--- src/rtl/mppt_pkg.sv ---
// Shared types and default constants for the perturb-and-observe MPPT controller.
package mppt_pkg;

  localparam int unsigned StepDefault     = 4;
  localparam int unsigned DutyMinDefault  = 16;
  localparam int unsigned DutyMaxDefault  = 240;
  localparam int unsigned DutyInitDefault = 128;
  localparam int unsigned SettleDefault   = 64;

  typedef enum logic [2:0] {
    StIdle,
    StSettle,
    StAcquire,
    StCompute,
    StDecide
  } mppt_state_e;

endpackage

--- src/rtl/mppt_if.sv ---
// Sample-pair handshake between the panel ADC front end and the MPPT controller.
interface mppt_if;
  logic [7:0] v_sample;
  logic [7:0] i_sample;
  logic       sample_valid;
  logic       sample_ready;

  modport master (
    output v_sample,
    output i_sample,
    output sample_valid,
    input  sample_ready
  );

  modport slave (
    input  v_sample,
    input  i_sample,
    input  sample_valid,
    output sample_ready
  );
endinterface

--- src/rtl/mppt_settle_timer.sv ---
// Counts SETTLE cycles after start; done is high in the last cycle of the period.
module mppt_settle_timer
  import mppt_pkg::*;
#(
  parameter int unsigned SETTLE = SettleDefault
) (
  input  logic clk,
  input  logic rst_n,
  input  logic start,
  input  logic abort,
  output logic done
);

  localparam int unsigned CntW = (SETTLE > 1) ? $clog2(SETTLE) : 1;
  localparam logic [CntW-1:0] LastCnt = CntW'(SETTLE - 1);

  logic [CntW-1:0] cnt_q;
  logic            run_q;

  assign done = run_q && (cnt_q == LastCnt);

  always_ff @(posedge clk or negedge rst_n) begin
    if (!rst_n) begin
      cnt_q <= '0;
      run_q <= 1'b0;
    end else if (abort) begin
      cnt_q <= '0;
      run_q <= 1'b0;
    end else if (start) begin
      cnt_q <= '0;
      run_q <= 1'b1;
    end else if (done) begin
      run_q <= 1'b0;
    end else if (run_q) begin
      cnt_q <= cnt_q + 1'b1;
    end
  end

endmodule

--- src/rtl/mppt_controller.sv ---
// Perturb-and-observe MPPT: settle, sample V/I, compute power, step duty toward rising power.
module mppt_controller
  import mppt_pkg::*;
#(
  parameter int unsigned STEP      = StepDefault,
  parameter int unsigned DUTY_MIN  = DutyMinDefault,
  parameter int unsigned DUTY_MAX  = DutyMaxDefault,
  parameter int unsigned DUTY_INIT = DutyInitDefault,
  parameter int unsigned SETTLE    = SettleDefault
) (
  input  logic        clk,
  input  logic        rst_n,
  input  logic        ena,
  mppt_if.slave       smp,
  output logic [7:0]  duty,
  output logic        duty_update,
  output logic [15:0] power,
  output logic        dir,
  output logic        busy
);

  mppt_state_e state_q, state_d;

  logic [7:0]  v_q, i_q;
  logic [15:0] power_q, p_prev_q;
  logic [7:0]  duty_q;
  logic        dir_q;
  logic        sample_ready_q;
  logic        duty_update_q;
  logic        busy_q;

  logic settle_start;
  logic settle_done;
  logic handshake;

  logic              dir_new;
  logic signed [9:0] duty_tgt;
  logic [7:0]        duty_sat;
  logic              clipped;

  mppt_settle_timer #(
    .SETTLE(SETTLE)
  ) u_settle_timer (
    .clk  (clk),
    .rst_n(rst_n),
    .start(settle_start),
    .abort(!ena),
    .done (settle_done)
  );

  assign handshake = smp.sample_valid && sample_ready_q;

  always_comb begin
    state_d      = state_q;
    settle_start = 1'b0;
    if (!ena) begin
      state_d = StIdle;
    end else begin
      unique case (state_q)
        StIdle: begin
          state_d      = StSettle;
          settle_start = 1'b1;
        end
        StSettle:  if (settle_done) state_d = StAcquire;
        StAcquire: if (handshake) state_d = StCompute;
        StCompute: state_d = StDecide;
        StDecide: begin
          state_d      = StSettle;
          settle_start = 1'b1;
        end
        default:   state_d = StIdle;
      endcase
    end
  end

  // Falling power reverses the search; a clipped step reverses it once more.
  always_comb begin
    dir_new  = dir_q ^ (power_q < p_prev_q);
    duty_tgt = dir_new ? $signed({2'b00, duty_q}) + $signed(10'(STEP))
                       : $signed({2'b00, duty_q}) - $signed(10'(STEP));
    duty_sat = duty_tgt[7:0];
    clipped  = 1'b0;
    if (duty_tgt > $signed(10'(DUTY_MAX))) begin
      duty_sat = 8'(DUTY_MAX);
      clipped  = 1'b1;
    end else if (duty_tgt < $signed(10'(DUTY_MIN))) begin
      duty_sat = 8'(DUTY_MIN);
      clipped  = 1'b1;
    end
  end

  always_ff @(posedge clk or negedge rst_n) begin
    if (!rst_n) begin
      state_q <= StIdle;
    end else begin
      state_q <= state_d;
    end
  end

  always_ff @(posedge clk or negedge rst_n) begin
    if (!rst_n) begin
      v_q            <= '0;
      i_q            <= '0;
      power_q        <= '0;
      p_prev_q       <= '0;
      duty_q         <= 8'(DUTY_INIT);
      dir_q          <= 1'b1;
      sample_ready_q <= 1'b0;
      duty_update_q  <= 1'b0;
      busy_q         <= 1'b0;
    end else begin
      sample_ready_q <= (state_d == StAcquire);
      busy_q         <= (state_d != StIdle);
      duty_update_q  <= 1'b0;
      if (ena && state_q == StAcquire && handshake) begin
        v_q <= smp.v_sample;
        i_q <= smp.i_sample;
      end
      if (ena && state_q == StCompute) begin
        power_q <= 16'(v_q) * 16'(i_q);
      end
      if (ena && state_q == StDecide) begin
        duty_q        <= duty_sat;
        dir_q         <= dir_new ^ clipped;
        p_prev_q      <= power_q;
        duty_update_q <= 1'b1;
      end
    end
  end

  assign smp.sample_ready = sample_ready_q;
  assign duty             = duty_q;
  assign duty_update      = duty_update_q;
  assign power            = power_q;
  assign dir              = dir_q;
  assign busy             = busy_q;

endmodule

--- src/flat_wrapper.sv ---
// flat-port wrapper written by rule: the top's interface ports become plain ports
module mppt_controller_flat import mppt_pkg::*;
#(
  parameter int unsigned STEP      = StepDefault,
  parameter int unsigned DUTY_MIN  = DutyMinDefault,
  parameter int unsigned DUTY_MAX  = DutyMaxDefault,
  parameter int unsigned DUTY_INIT = DutyInitDefault,
  parameter int unsigned SETTLE    = SettleDefault
)
  (clk, rst_n, ena, duty, duty_update, power, dir, busy, smp_v_sample, smp_i_sample, smp_sample_valid, smp_sample_ready);
  mppt_if smp_i ();
  input  logic clk;
  input  logic rst_n;
  input  logic ena;
  output logic [7:0] duty;
  output logic duty_update;
  output logic [15:0] power;
  output logic dir;
  output logic busy;
  input wire logic [$bits(smp_i.v_sample)-1:0] smp_v_sample;
  input wire logic [$bits(smp_i.i_sample)-1:0] smp_i_sample;
  input wire logic [$bits(smp_i.sample_valid)-1:0] smp_sample_valid;
  output wire logic [$bits(smp_i.sample_ready)-1:0] smp_sample_ready;
  assign smp_i.v_sample = smp_v_sample;
  assign smp_i.i_sample = smp_i_sample;
  assign smp_i.sample_valid = smp_sample_valid;
  assign smp_sample_ready = smp_i.sample_ready;
  mppt_controller #(.STEP(STEP), .DUTY_MIN(DUTY_MIN), .DUTY_MAX(DUTY_MAX), .DUTY_INIT(DUTY_INIT), .SETTLE(SETTLE)) u_core (.clk(clk), .rst_n(rst_n), .ena(ena), .smp(smp_i), .duty(duty), .duty_update(duty_update), .power(power), .dir(dir), .busy(busy));
endmodule
--- config.mk ---
export PLATFORM = sky130hd
export DESIGN_NAME = mppt_controller_flat
export DESIGN_NICKNAME = d
export VERILOG_FILES = /design/src/rtl/mppt_pkg.sv /design/src/rtl/mppt_if.sv /design/src/rtl/mppt_settle_timer.sv /design/src/rtl/mppt_controller.sv /design/src/flat_wrapper.sv
export SDC_FILE = /design/constraint.sdc
export NUM_CORES = 1
export LEC_CHECK = 0
export ABC_AREA = 0
export ABC_CLOCK_PERIOD_IN_PS = 4800
export CAP_MARGIN = 0
export CORE_ASPECT_RATIO = 0.75
export CORE_MARGIN = 2
export CORE_UTILIZATION = 55
export CTS_BUF_LIST = sky130_fd_sc_hd__clkbuf_4 sky130_fd_sc_hd__clkbuf_8
export DETAILED_ROUTE_END_ITERATION = 6
export GPL_ROUTABILITY_DRIVEN = 0
export PLACE_DENSITY = 0.82
export SYNTH_ARGS = -nofsm -noshare
export SYNTH_HDL_FRONTEND = slang
export SYNTH_SLANG_ARGS = --single-unit
--- constraint.sdc ---
create_clock -name clk -period 4.8 [get_ports clk]
set_clock_uncertainty 0.2 [all_clocks]
set_input_delay 1.2 -clock clk [delete_from_list [all_inputs] [get_ports clk]]
set_output_delay 1.2 -clock clk [all_outputs]
set_load 0.05 [all_outputs]
==> out/summary.json <==
{
  "synth": {
    "largest_cells_by_area_after_synthesis": "dfrtp_1 30%, fa_1 13%, ha_1 12%",
    "synthesis.area_per_instance_um2": 9.21,
    "synth.yosys.warnings": 0,
    "async_flop_share_pct": 100,
    "synthesis.instances": 605,
    "yosysTopAreaCellShare_pct": 29.6,
    "synth-edff-count": 0,
    "synth.ff_latch_count": 68,
    "post-synth-top-area-cell": "dfrtp_1",
    "post_synth_most_frequent_cells": "86 x nand2_1, 74 x inv_1, 66 x dfrtp_1, 54 x ha_1, 47 x and2_1",
    "yosysUniqueCellTypes": 62,
    "synth_sequential_area_ratio_pct": 30.6,
    "post-synth-top-count-cell": "nand2_1",
    "synth-main-ff-cell": "dfrtp_1",
    "combined_area_of_all_synthesized_cells_mm2": 0.00557
  },
  "min_path": {
    "min_from": "u_core.p_prev_q[0]",
    "min_path_type": "flop to flop",
    "whs_endpoint": "u_core.p_prev_q[0]",
    "timing.hold.worst_path_depth": 2
  },
  "pwr": {
    "p_int_uw": 833,
    "clkPwrFrac_pct": 44.1,
    "comb_power_share_pct": 3.6,
    "power_density_mw_per_mm2": 165,
    "switching_power_uw": 267,
    "vdd_drop_max_uv": 176,
    "power.share.sequential_pct": 52.3,
    "power_switching_share_pct": 24.3,
    "leakage_power_uw": 0.00334
  },
  "critical_path": {
    "crit_fanout": 6,
    "cp_data_arrival_time_ns": 4.92,
    "reg2reg_slack_ns": -0.10,
    "crit_path_end_kind": "flop",
    "timing_worst_setup_path_type": "flop to flop",
    "worst_r2r_end": "u_core.power[15]",
    "start_kind": "flop",
    "crit_path_start": "u_core.i_q[2]",
    "timing.critical_path.required_ns": 4.82,
    "rr_worst_depth": 18,
    "regToRegStartpoint": "u_core.i_q[2]"
  },
  "floorplan": {
    "floorplan.initialDensity_pct": 57.2,
    "core_mm2": 0.00974,
    "die_width_um": 120,
    "height_of_the_die_um": 91.2,
    "design.die.area_mm2": 0.0110,
    "io-pin-count": 48,
    "fp-row-count": 31
  },
  "clock_network": {
    "worst_skew_pair.late_latency_ns": 0.37,
    "clock_sink_count": 68,
    "max-clock-path-buffers": 2,
    "cts_max_level": 3,
    "worst_setup_hold_path_clk_slew_ns": 0.08,
    "ctsHoldBuffers": 0,
    "cts_inserted_buffers": 9,
    "tritoncts": "yes",
    "clock_tree.root_cell": "clkbuf_8"
  },
  "timing": {
    "max_clock_freq_mhz": 204,
    "maxSlewViolCount": 0,
    "setup_viol": 2,
    "tns_ns": -0.201,
    "unrepaired_setup_endpoints_after_global_routing": "true",
    "headroom_to_the_max_slew_limit_pct": 37.9,
    "layout_worst_path_cycle_share_pct": 102,
    "final_period_minus_worst_setup_slack_ns": 4.90,
    "hold_viol": 0,
    "worst_slack_ns": -0.102,
    "worst_slew_pin_slew_ns": 0.929
  },
  "routing": {
    "dr.pass1.iters": 5,
    "detailedRoute.firstIterationViolations": 432,
    "avgViaCountPerCell": 5.67,
    "detailroute.via_count": 4632,
    "drc": 0,
    "wl_per_cell_um": 16.4,
    "detail_route.wirelength_um": 13400,
    "detail-route-antenna-nets": 0
  },
  "run_status": {
    "violations": "negative setup slack",
    "run_status": "finished, violations left"
  },
  "grt": {
    "grt_antenna_before_repair": 0,
    "gr-total-overflow": 0,
    "grt_first_pass_wirelength_um": 21500,
    "grt_max_degree": 42,
    "global_route.usage.total_pct": 24.6,
    "number_of_global_route_vias_before_repair": 4585
  },
  "finish": {
    "post-route-util_pct": 68.7,
    "ant_cells": 0,
    "final_area_mm2": 0.00668,
    "nFillCells": 705,
    "area_growth_syn_to_layout_pct": 20.0,
    "final_nets": 790,
    "final_layout_size_suffix_gt1_share_pct": 15.9
  },
  "place": {
    "placedInstanceArea_mm2": 0.00627,
    "dpl.hpwl_um": 9610,
    "placement.io_buffers": 45
  },
  "flow_run": {
    "max-cap-violations": 0
  }
}
==> metrics by stage <==
stage | hold WS (ns) | power (uW) | setup WS (ns) | instances
after floorplan | 0.247 | 599 | 0.0699 | 606
after global placement | 0.260 | 626 | -0.0215 | 787
after detailed placement | 0.271 | 627 | -0.205 | 787
after CTS | 0.291 | 1110 | 0.0156 | 810
after global routing | 0.331 | 1140 | -0.282 | 817
final | 0.288 | 1100 | -0.102 | 817
==> worst max-delay path by stage <==
stage / to / slack (ns) / cells after the start
after detailed placement: u_core.power[15] / -0.21 / 18
after global placement: u_core.power[15] / -0.02 / 18
after global routing: u_core.power[14] / -0.28 / 19
after floorplan: u_core.power[15] / 0.07 / 18
after CTS: u_core.power[14] / 0.02 / 18
final: u_core.power[15] / -0.10 / 18
==> per-layer routing <==
layer / global-route usage, % / share of wire, % / vias to the layer above
met5: 0 / 0 / -
met1: 33.1 / 44 / 2250
met2: 39.9 / 49 / 186
li1: - / - / 2172
met3: 5.53 / 6.2 / 24
met4: 7.25 / 1.7 / 0
==> power groups by stage <==
stage / logic [uW] / registers [uW] / clock network [uW]
after floorplan: 10.5 / 589 / 0
after global placement: 39.2 / 587 / 0
after detailed placement: 40.0 / 587 / 0
after CTS: 40.1 / 576 / 494
after global routing: 43.4 / 576 / 520
final: 39.1 / 576 / 485
==> sequential cells by signal (all words and copies together), names as in the netlist, 3 cells and up <==
signal                       cells
u_core.u_settle_timer.cnt_q      6
u_core.p_prev_q                 16
u_core.i_q                       8
u_core.duty                      6
u_core.v_q                       8
u_core.power                    16
u_core.state_q                   3
==> worst max-delay path, cell delays in order (launching register included) <==
cell      delay, ns
dfrtp_2        0.45
and2_1         0.16
fa_1           0.48
inv_1          0.05
fa_1           0.50
inv_2          0.05
fa_1           0.53
inv_1          0.07
fa_1           0.51
inv_2          0.05
ha_4           0.21
a21boi_2       0.17
o21ai_2        0.22
a21boi_2       0.10
o21ai_2        0.21
a21oi_2        0.10
o41ai_2        0.43
xnor2_1        0.19
o21ai_1        0.08
==> cell families (layout without fill, tap and decap cells) <==
logic type,after synthesis,count (layout),synth area share [%]
simple gates,206,206,17.9
compound gates,112,112,13.6
buf+inv,94,173,6.60
fa+ha+maj,90,90,25.1
flops,68,68,30.6
mux,19,19,3.80
xor+xnor,15,15,2.36
other cells,1,2,0.0673
==> final cells by class <==
class                           instances  area [um^2]  share of cell area, %
Multi-Input combinational cell        444         3610                   54.0
Sequential cell                        68         1710                   25.5
Inverter                               75          282                   4.21
Clock buffer                            9          124                   1.85
Tap cell                              132          165                   2.47
Clock inverter                          7         76.3                   1.14
Timing Repair Buffer                   82          723                   10.8
==> what timing repair did <==
action / in CTS / in global routing
pin swaps: 8 / 20
buffers inserted: 7 / 7
gates resized for setup: 18 / 13
setup endpoints to repair: 3 / 5
==> placed cells by master (no fill, tap or decap), drive strengths merged, types with 5 or more instances in the layout <==
cell type / count
nand2: 87
inv: 75
dfrtp: 66
ha: 54
and2: 48
clkdlybuf4s50: 44
o21ai: 42
buf: 38
fa: 36
nor2: 31
a21oi: 22
mux2: 17
xor2: 10
clkbuf: 9
and3: 7
nand2b: 6
nand4: 5
nand3: 5
xnor2: 5
a21boi: 5
Note: power is estimated with default switching activity, not from simulation.
